--- src/rtl/cr_kme_fifo_param.sv ---
// cr_kme_fifo_param
// Parametrised first-word-fall-through FIFO for KME datapath buffering.
// The head entry is presented combinationally on fifo_out whenever the FIFO
// holds data; the consumer pulls it with fifo_out_ack. Depth need not be a
// power of two; pointers wrap explicitly at DEPTH-1.
//
// Optional feature macro: CR_KME_FIFO_STICKY_ERR_EN
//   defined   -> fifo_overflow / fifo_underflow hold until fifo_clear or rst
//   undefined -> both flags are one-cycle pulses
//
// Parameters:
//   WIDTH         data width in bits (>=1)
//   DEPTH         number of entries (>=2)
//   STALL_THRESH  stall asserts while free slots <= this value (0..DEPTH-1)
//
// Ports:
//   clk                     rising-edge clock
//   rst                     synchronous active-high reset
//   fifo_in                 write data
//   fifo_in_valid           write request
//   fifo_in_stall_override  forces fifo_in_stall high
//   fifo_clear              synchronous flush
//   fifo_out_ack            consumer pops the head entry
//   fifo_in_stall           back-pressure to producer
//   fifo_out                head entry (valid while fifo_out_valid)
//   fifo_out_valid          FIFO non-empty
//   fifo_used_slots         occupancy
//   fifo_free_slots         DEPTH - occupancy
//   fifo_overflow           write dropped because FIFO was full
//   fifo_underflow          ack received while FIFO was empty
module cr_kme_fifo_param #(
  parameter int WIDTH        = 4,
  parameter int DEPTH        = 4,
  parameter int STALL_THRESH = 0
) (
  input  logic                         clk,
  input  logic                         rst,
  input  logic [WIDTH-1:0]             fifo_in,
  input  logic                         fifo_in_valid,
  input  logic                         fifo_in_stall_override,
  input  logic                         fifo_clear,
  input  logic                         fifo_out_ack,
  output logic                         fifo_in_stall,
  output logic [WIDTH-1:0]             fifo_out,
  output logic                         fifo_out_valid,
  output logic [$clog2(DEPTH+1)-1:0]   fifo_used_slots,
  output logic [$clog2(DEPTH+1)-1:0]   fifo_free_slots,
  output logic                         fifo_overflow,
  output logic                         fifo_underflow
);

  localparam int CW = $clog2(DEPTH + 1);
  localparam int PW = $clog2(DEPTH);
  localparam logic [CW-1:0] DEPTH_C  = CW'(DEPTH);
  localparam logic [CW-1:0] THRESH_C = CW'(STALL_THRESH);
  localparam logic [PW-1:0] LAST_PTR = PW'(DEPTH - 1);

  logic [WIDTH-1:0] mem [DEPTH];
  logic [PW-1:0]    wr_ptr;
  logic [PW-1:0]    rd_ptr;
  logic [CW-1:0]    count;

  logic full;
  logic empty;
  logic flush;
  logic ren;
  logic wen;
  logic ovf_evt;
  logic unf_evt;

  // Pointers wrap at DEPTH-1 rather than by masking, so any depth works.
  function automatic logic [PW-1:0] ptr_inc(input logic [PW-1:0] p);
    return (p == LAST_PTR) ? '0 : p + PW'(1);
  endfunction

  assign full  = (count == DEPTH_C);
  assign empty = (count == '0);

  // Reset and clear both suppress every read, write and error event.
  assign flush   = rst | fifo_clear;
  assign ren     = fifo_out_ack & ~empty & ~flush;
  // A full FIFO still accepts a write when the head is popped in the same cycle.
  assign wen     = fifo_in_valid & (~full | ren) & ~flush;
  assign ovf_evt = fifo_in_valid & full & ~ren & ~flush;
  assign unf_evt = fifo_out_ack & empty & ~flush;

  // Storage has no reset; only accepted writes touch it.
  always_ff @(posedge clk) begin
    if (wen) begin
      mem[wr_ptr] <= fifo_in;
    end
  end

  // Pointer, occupancy and error flag registers.
  always_ff @(posedge clk) begin
    if (rst) begin
      wr_ptr         <= '0;
      rd_ptr         <= '0;
      count          <= '0;
      fifo_overflow  <= 1'b0;
      fifo_underflow <= 1'b0;
    end else if (fifo_clear) begin
      wr_ptr         <= '0;
      rd_ptr         <= '0;
      count          <= '0;
      fifo_overflow  <= 1'b0;
      fifo_underflow <= 1'b0;
    end else begin
      if (wen) begin
        wr_ptr <= ptr_inc(wr_ptr);
      end
      if (ren) begin
        rd_ptr <= ptr_inc(rd_ptr);
      end
      case ({wen, ren})
        2'b10:   count <= count + CW'(1);
        2'b01:   count <= count - CW'(1);
        default: count <= count;
      endcase
`ifdef CR_KME_FIFO_STICKY_ERR_EN
      fifo_overflow  <= fifo_overflow  | ovf_evt;
      fifo_underflow <= fifo_underflow | unf_evt;
`else
      fifo_overflow  <= ovf_evt;
      fifo_underflow <= unf_evt;
`endif
    end
  end

  assign fifo_out        = mem[rd_ptr];
  assign fifo_out_valid  = ~empty;
  assign fifo_used_slots = count;
  assign fifo_free_slots = DEPTH_C - count;
  assign fifo_in_stall   = (fifo_free_slots <= THRESH_C) | fifo_in_stall_override;

endmodule

--- config.mk ---
export PLATFORM = sky130hd
export DESIGN_NAME = cr_kme_fifo_param
export DESIGN_NICKNAME = d
export VERILOG_FILES = /design/src/rtl/cr_kme_fifo_param.sv
export SDC_FILE = /design/constraint.sdc
export NUM_CORES = 1
export LEC_CHECK = 0
export ABC_CLOCK_PERIOD_IN_PS = 2900
export BUFFER_PORTS_ARGS = -buffer_cell sky130_fd_sc_hd__clkbuf_2
export CORE_ASPECT_RATIO = 0.5
export CORE_MARGIN = 5
export CORE_UTILIZATION = 25
export CTS_CLUSTER_DIAMETER = 150
export CTS_CLUSTER_SIZE = 24
export DETAILED_ROUTE_END_ITERATION = 16
export GPL_TIMING_DRIVEN = 0
export SYNTH_ARGS = -nofsm -noshare
export SYNTH_HDL_FRONTEND = slang
export SYNTH_SLANG_ARGS = --single-unit
--- constraint.sdc ---
create_clock -name clk -period 2.9 [get_ports clk]
set_input_delay 0 -clock clk [delete_from_list [all_inputs] [get_ports clk]]
set_output_delay 0 -clock clk [all_outputs]
set_load 0.03 [all_outputs]
# After elaboration in Yosys (flattened, before gate mapping)
# Memory sizes are Yosys's and may differ from the RTL's. A register that Yosys moved wholly into a read port is not among the register bits.
# Cells that the tools add are included.
[word_totals] mem_bits_ro=0 ramBits=16 n_memories=1 inputBits=10 latchBits=0 register_bits=9
[classes] n_shift=0 n_eq_ne=5 muxes=7 div=0 n_addsub=5 magnitude_cmp=1 n_reduce_logical=3 bitwise=16 multipliers=0
[memory_table] name="mem" depth=4 width=4 read_ports=1 rd_clocked_by_memory_dff=1 wr=1 line="58" text="logic [WIDTH-1:0] mem [DEPTH];"
[op_table] operator="$and A1 B1 Y1" count=9
[op_table] operator="$mux W2" count=4
[op_table] operator="$eq A2 B2 Y1 const B" count=3
[op_table] operator="$pmux W3 S2" count=1
[op_table] operator="$add A2 B1 Y2 const B" count=2
[op_table] operator="$not A1 Y1" count=4
[op_table] operator="$add A3 B1 Y3 const B" count=1
[op_table] operator="$eq A3 B3 Y1 const B" count=1
[op_table] operator="$le A3 B1 Y1 const B" count=1
[op_table] operator="$logic_not A3 Y1" count=1
[op_table] operator="$or A1 B1 Y1" count=3
[op_table] operator="$sub A3 B1 Y3 const B" count=1
[op_table] operator="$sub A3 B3 Y3 const A" count=1
[op_table] operator="$eq A2 B1 Y1 const B" count=1
[op_table] operator="$mux W1" count=2
[op_table] operator="$reduce_bool A2 Y1" count=1
[op_table] operator="$reduce_or A2 Y1" count=1

# Longest topological paths before layout
[depth] depth_word=9 mapped_depth=12 mapped_depth_nobuf=12

# Worst setup path before layout
# Ideal clock, no wire load.
[synth_path] path_type="register to register" start="register count[0] (netlist: fifo_used_slots[0])" end="register count[2] (netlist: fifo_used_slots[2])" path_buffers=0 synth_period_minus_slack_ps=2661 setup_slack_ps=239 t_arrival_ps=2591 setup_ps=70 stages_incl_launch_ff=12 cell_sequence="dfxtp_1 -> inv_1 -> ha_1 -> ha_1 -> nand2b_2 -> nor2_1 -> ha_1 -> inv_1 -> fa_1 -> xor2_1 -> or3_1 -> a21oi_1"
[synth_via] elab_chain_len=9 elab_cells_between_ends=15 cone_classes="2 x add/sub; 3 x eq/ne; 1 x mux; 7 x bitwise; 2 x reduce/logical"
[synth_lines] item="from (decl)" line="61" text="logic [CW-1:0] count;"
[synth_lines] item="from (signal assigned)" line="116" text="2'b10: count <= count + CW'(1);"
[synth_lines] item="from (signal assigned)" line="117" text="2'b01: count <= count - CW'(1);"
[synth_lines] item="from (signal assigned)" line="118" text="default: count <= count;"
[synth_lines] item="$logic_not A3 Y1 *" line="77" text="assign empty = (count == '0);"
[synth_lines] item="$not A1 Y1 *" line="81" text="assign ren = fifo_out_ack & ~empty & ~flush;"
[synth_lines] item="$and A1 B1 Y1 * (2 in a row)" line="81"
[synth_lines] item="via ren" line="66" text="logic ren;"
[synth_lines] item="$or A1 B1 Y1" line="83" text="assign wen = fifo_in_valid & (~full | ren) & ~flush;"
[synth_lines] item="$and A1 B1 Y1 (2 in a row)" line="83"
[synth_lines] item="$eq A2 B1 Y1 or $eq A2 B2 Y1 (tied branches)" line="115" text="case ({wen, ren})"
[synth_lines] item="$pmux W3 S2 or $reduce_bool A2 Y1 (tied branches)"
# Mark *: on every way through the listed nets, which the timed path passes. The rest lies on a longest branch.
# A chain may end at the register's enable or synchronous reset.

# Final worst setup path
# Same ends and word-level chain as after synthesis.

==> flow_summary.ini <==
[routing]
first_iter_violations = 18
drtAntennaViolNets = 0
wirelength_mm = 1.96
vias = 670
vias_per_cell = 3.62
drc_errors = 0
firstDrtPassIters = 3
wire_per_inst_um = 10.6

[worst_setup_path]
reg2reg_slack_ns = 0.25
arrival_ns = 2.86
cp.depth = 11
cp_data_required_time_ns = 3.11
worst_r2r_path_depth = 11
crit_fanout = 5
crit_slowest_cell = dfxtp_1
critPathKind = register to register
worstPathCellList = inv_1 > ha_1 > ha_1 > nand2b_2 > nor2_1 > ha_1 > inv_1 > fa_1 > xor2_1 > or3_1 > a21oi_1
cpMostUsedCell = ha_1
worst_setup_path_start_kind = register
critPathBufInv = 2
slowest_delay_ns = 0.41
end_kind = register
cp_top_family = adder cells

[floorplanning]
dieHeight_um = 59.0
die_x_um = 108
io_pins = 24
start_util = 0.266
die_area_um2 = 6360
design.core.area_um2 = 4510
num_rows = 17

[logic_synthesis]
async_reset_ff_frac = 0
seq_area_frac_synth = 0.585
synthTopCellsByArea = edfxtp_1, dfxtp_1, ha_1, mux4_2, mux2i_1
synthTopCellsByCount = edfxtp_1, dfxtp_1, ha_1
synth_edf_count = 16
yosysTopAreaCellShare = 0.401
syn-cell-area_um2 = 1200
syn_inst = 87
yosysUniqueCellTypes = 23
yosysWarnings = 0
postSynthAreaPerCell_um2 = 13.8
synth_ff_type = edfxtp_1
ys_ff_latch = 27
yosysTopAreaCell = edfxtp_1
yosysMostFrequentCell = edfxtp_1
synth_nets = 108

[clock_tree]
clk_pin_slew_ns = 0.10
ctsResizeCount = 0
numCtsBuffers = 3
clock_latency_ns = 0.27
cts_max_level = 1
cts.sinks = 27
cts_tree = built
clock_path_buffers = 2
cts_root_buf = clkbuf_8

[power_and_ir_drop]
leakagePower_nw = 0.595
p_sw_mw = 0.150
sequentialPowerShare = 0.607
p_sw_frac = 0.221
power_frac_clock = 0.317
p_int_mw = 0.530
peakVddDrop_mv = 0.164
cellPowerDensity_nw_per_um2 = 455
comb_power_share = 0.076
power.total_mw = 0.680

[sta]
clock-skew-final_ns = 0.0101
clock.fmax_ghz = 0.378
drv_slew = 0
final.min_clock_period_ns = 2.65
hold_viol = 0
setup_slack_ns = 0.252
maxSlewHeadroom = 0.816
setup_viol = 0
fin_crit_sh = 0.913
tns_ns = 0
fin_hold_ws_ns = 0.0394
tightest_slew_ns = 0.276
rsz0062_at_grt = no

[cells_and_area]
finalNetCount = 141
layout-drive-gt1-share = 0.353
fillers = 466
antenna_cells = 0
syn_to_final_growth_pct = 24.7

[global_routing]
grt_pass1_wl_mm = 3.37
grt_use_total = 0.0676
antenna_found_initial = 0
grt_max_degree = 17
grt_overflow = 0
grt_pass1_vias = 744

[outcome]
status = finished clean

[hold_path]
hp-class = input port to register
min_path_cells = 3

[job]
maxCapViolations = 0

[placement]
post-place-ws_ns = 0.248
place_congestion = 0.740
dpl.hpwl_mm = 1.54
numPortBuffers = 23
-- stage by stage --
step / utilization / cell area [um^2] / cells
finish: 0.332 / 1500 / 185
global route: 0.332 / 1500 / 185
CTS: 0.332 / 1500 / 185
detailed placement: 0.310 / 1400 / 176
global placement: 0.310 / 1400 / 176
floorplan: - / 1200 / 87
-- path summary, 6_finish.rpt --
check / start / endpoint
hold reg to reg: wr_ptr[1]$_SDFFE_PP0P_ / wr_ptr[1]$_SDFFE_PP0P_
setup reg to reg: fifo_used_slots[0]$_SDFFE_PP0P_ / fifo_used_slots[2]$_SDFFE_PP0P_
setup / recovery: fifo_used_slots[0]$_SDFFE_PP0P_ / fifo_used_slots[2]$_SDFFE_PP0P_
hold / removal: rst / fifo_overflow$_SDFF_PP0_
-- cells in the final DEF (no fill, tap or decap) --
master,n
mux2i_1,4
or2_2,3
mux4_2,4
xor2_1,2
fa_1,1
clkbuf_1,1
nand2b_2,1
clkbuf_2,23
nor2_1,9
or3_1,1
dfxtp_1,11
clkbuf_8,3
and2_1,1
dlygate4sd3_1,5
and3_1,1
inv_1,9
edfxtp_1,16
o21ai_0,1
buf_4,1
ha_1,10
and2_2,3
nand2_1,3
a21oi_1,2
inv_2,1
clkinvlp_4,1
or3b_4,1
a21oi_4,1
-- power groups by stage --
stage	Clock, mW	Combinational [mW]	Sequential (mW)
floorplan	0	0.0282	0.423
global placement	0	0.0466	0.421
detailed placement	0	0.0476	0.422
CTS	0.222	0.0530	0.413
global route	0.238	0.0586	0.413
finish	0.216	0.0520	0.413
-- worst min-delay path: stages --
cell,delay (ns)
clkbuf_2,0.10
or3b_4,0.14
nor2_1,0.04
-- repair_timing --
item | in CTS | in global routing
setup buffers | 0 | 0
hold buffers | 5 | 0
hold endpoints to repair | 17 | 0
-- area by class of cell --
| cell class | instances | area [um^2] | area share |
|---|---|---|---|
| buffer | 2 | 11.3 | 0.00753 |
| sequential | 27 | 701 | 0.469 |
| multi-input combinational | 48 | 449 | 0.300 |
| tap | 66 | 82.6 | 0.0552 |
| timing repair buffer | 28 | 165 | 0.110 |
| clock inverter | 1 | 7.51 | 0.00502 |
| clock buffer | 3 | 41.3 | 0.0276 |
| inverter | 10 | 37.5 | 0.0251 |
-- state kept, by name, summed over array words and instances, names as in the netlist, named ones only --
| name | cells |
|---|---|
| fifo_underflow | 1 |
| fifo_overflow | 1 |
| wr_ptr | 2 |
| fifo_used_slots | 3 |
| rd_ptr | 2 |
| mem | 16 |
-- layer usage --
layer / wire, um / part of all wire / vias to the layer above / global-route usage
li1: - / - / 360 / -
met1: 910 / 0.46 / 295 / 0.0798
met2: 951 / 0.49 / 11 / 0.121
met3: 60 / 0.031 / 4 / 0.0120
met4: 36 / 0.018 / 0 / 0.0324
met5: 0 / 0 / - / 0
-- logic make-up (layout without fill, tap and decap cells) --
group,after synthesis,after routing,share of synthesized area
mux,8,8,0.109
xor+xnor,2,2,0.0146
simple gates,23,23,0.104
buf+inv,12,44,0.0407
fa+ha+maj,11,11,0.121
flops,27,27,0.585
compound gates,4,4,0.0261
Power figures use the tool's default switching activity.
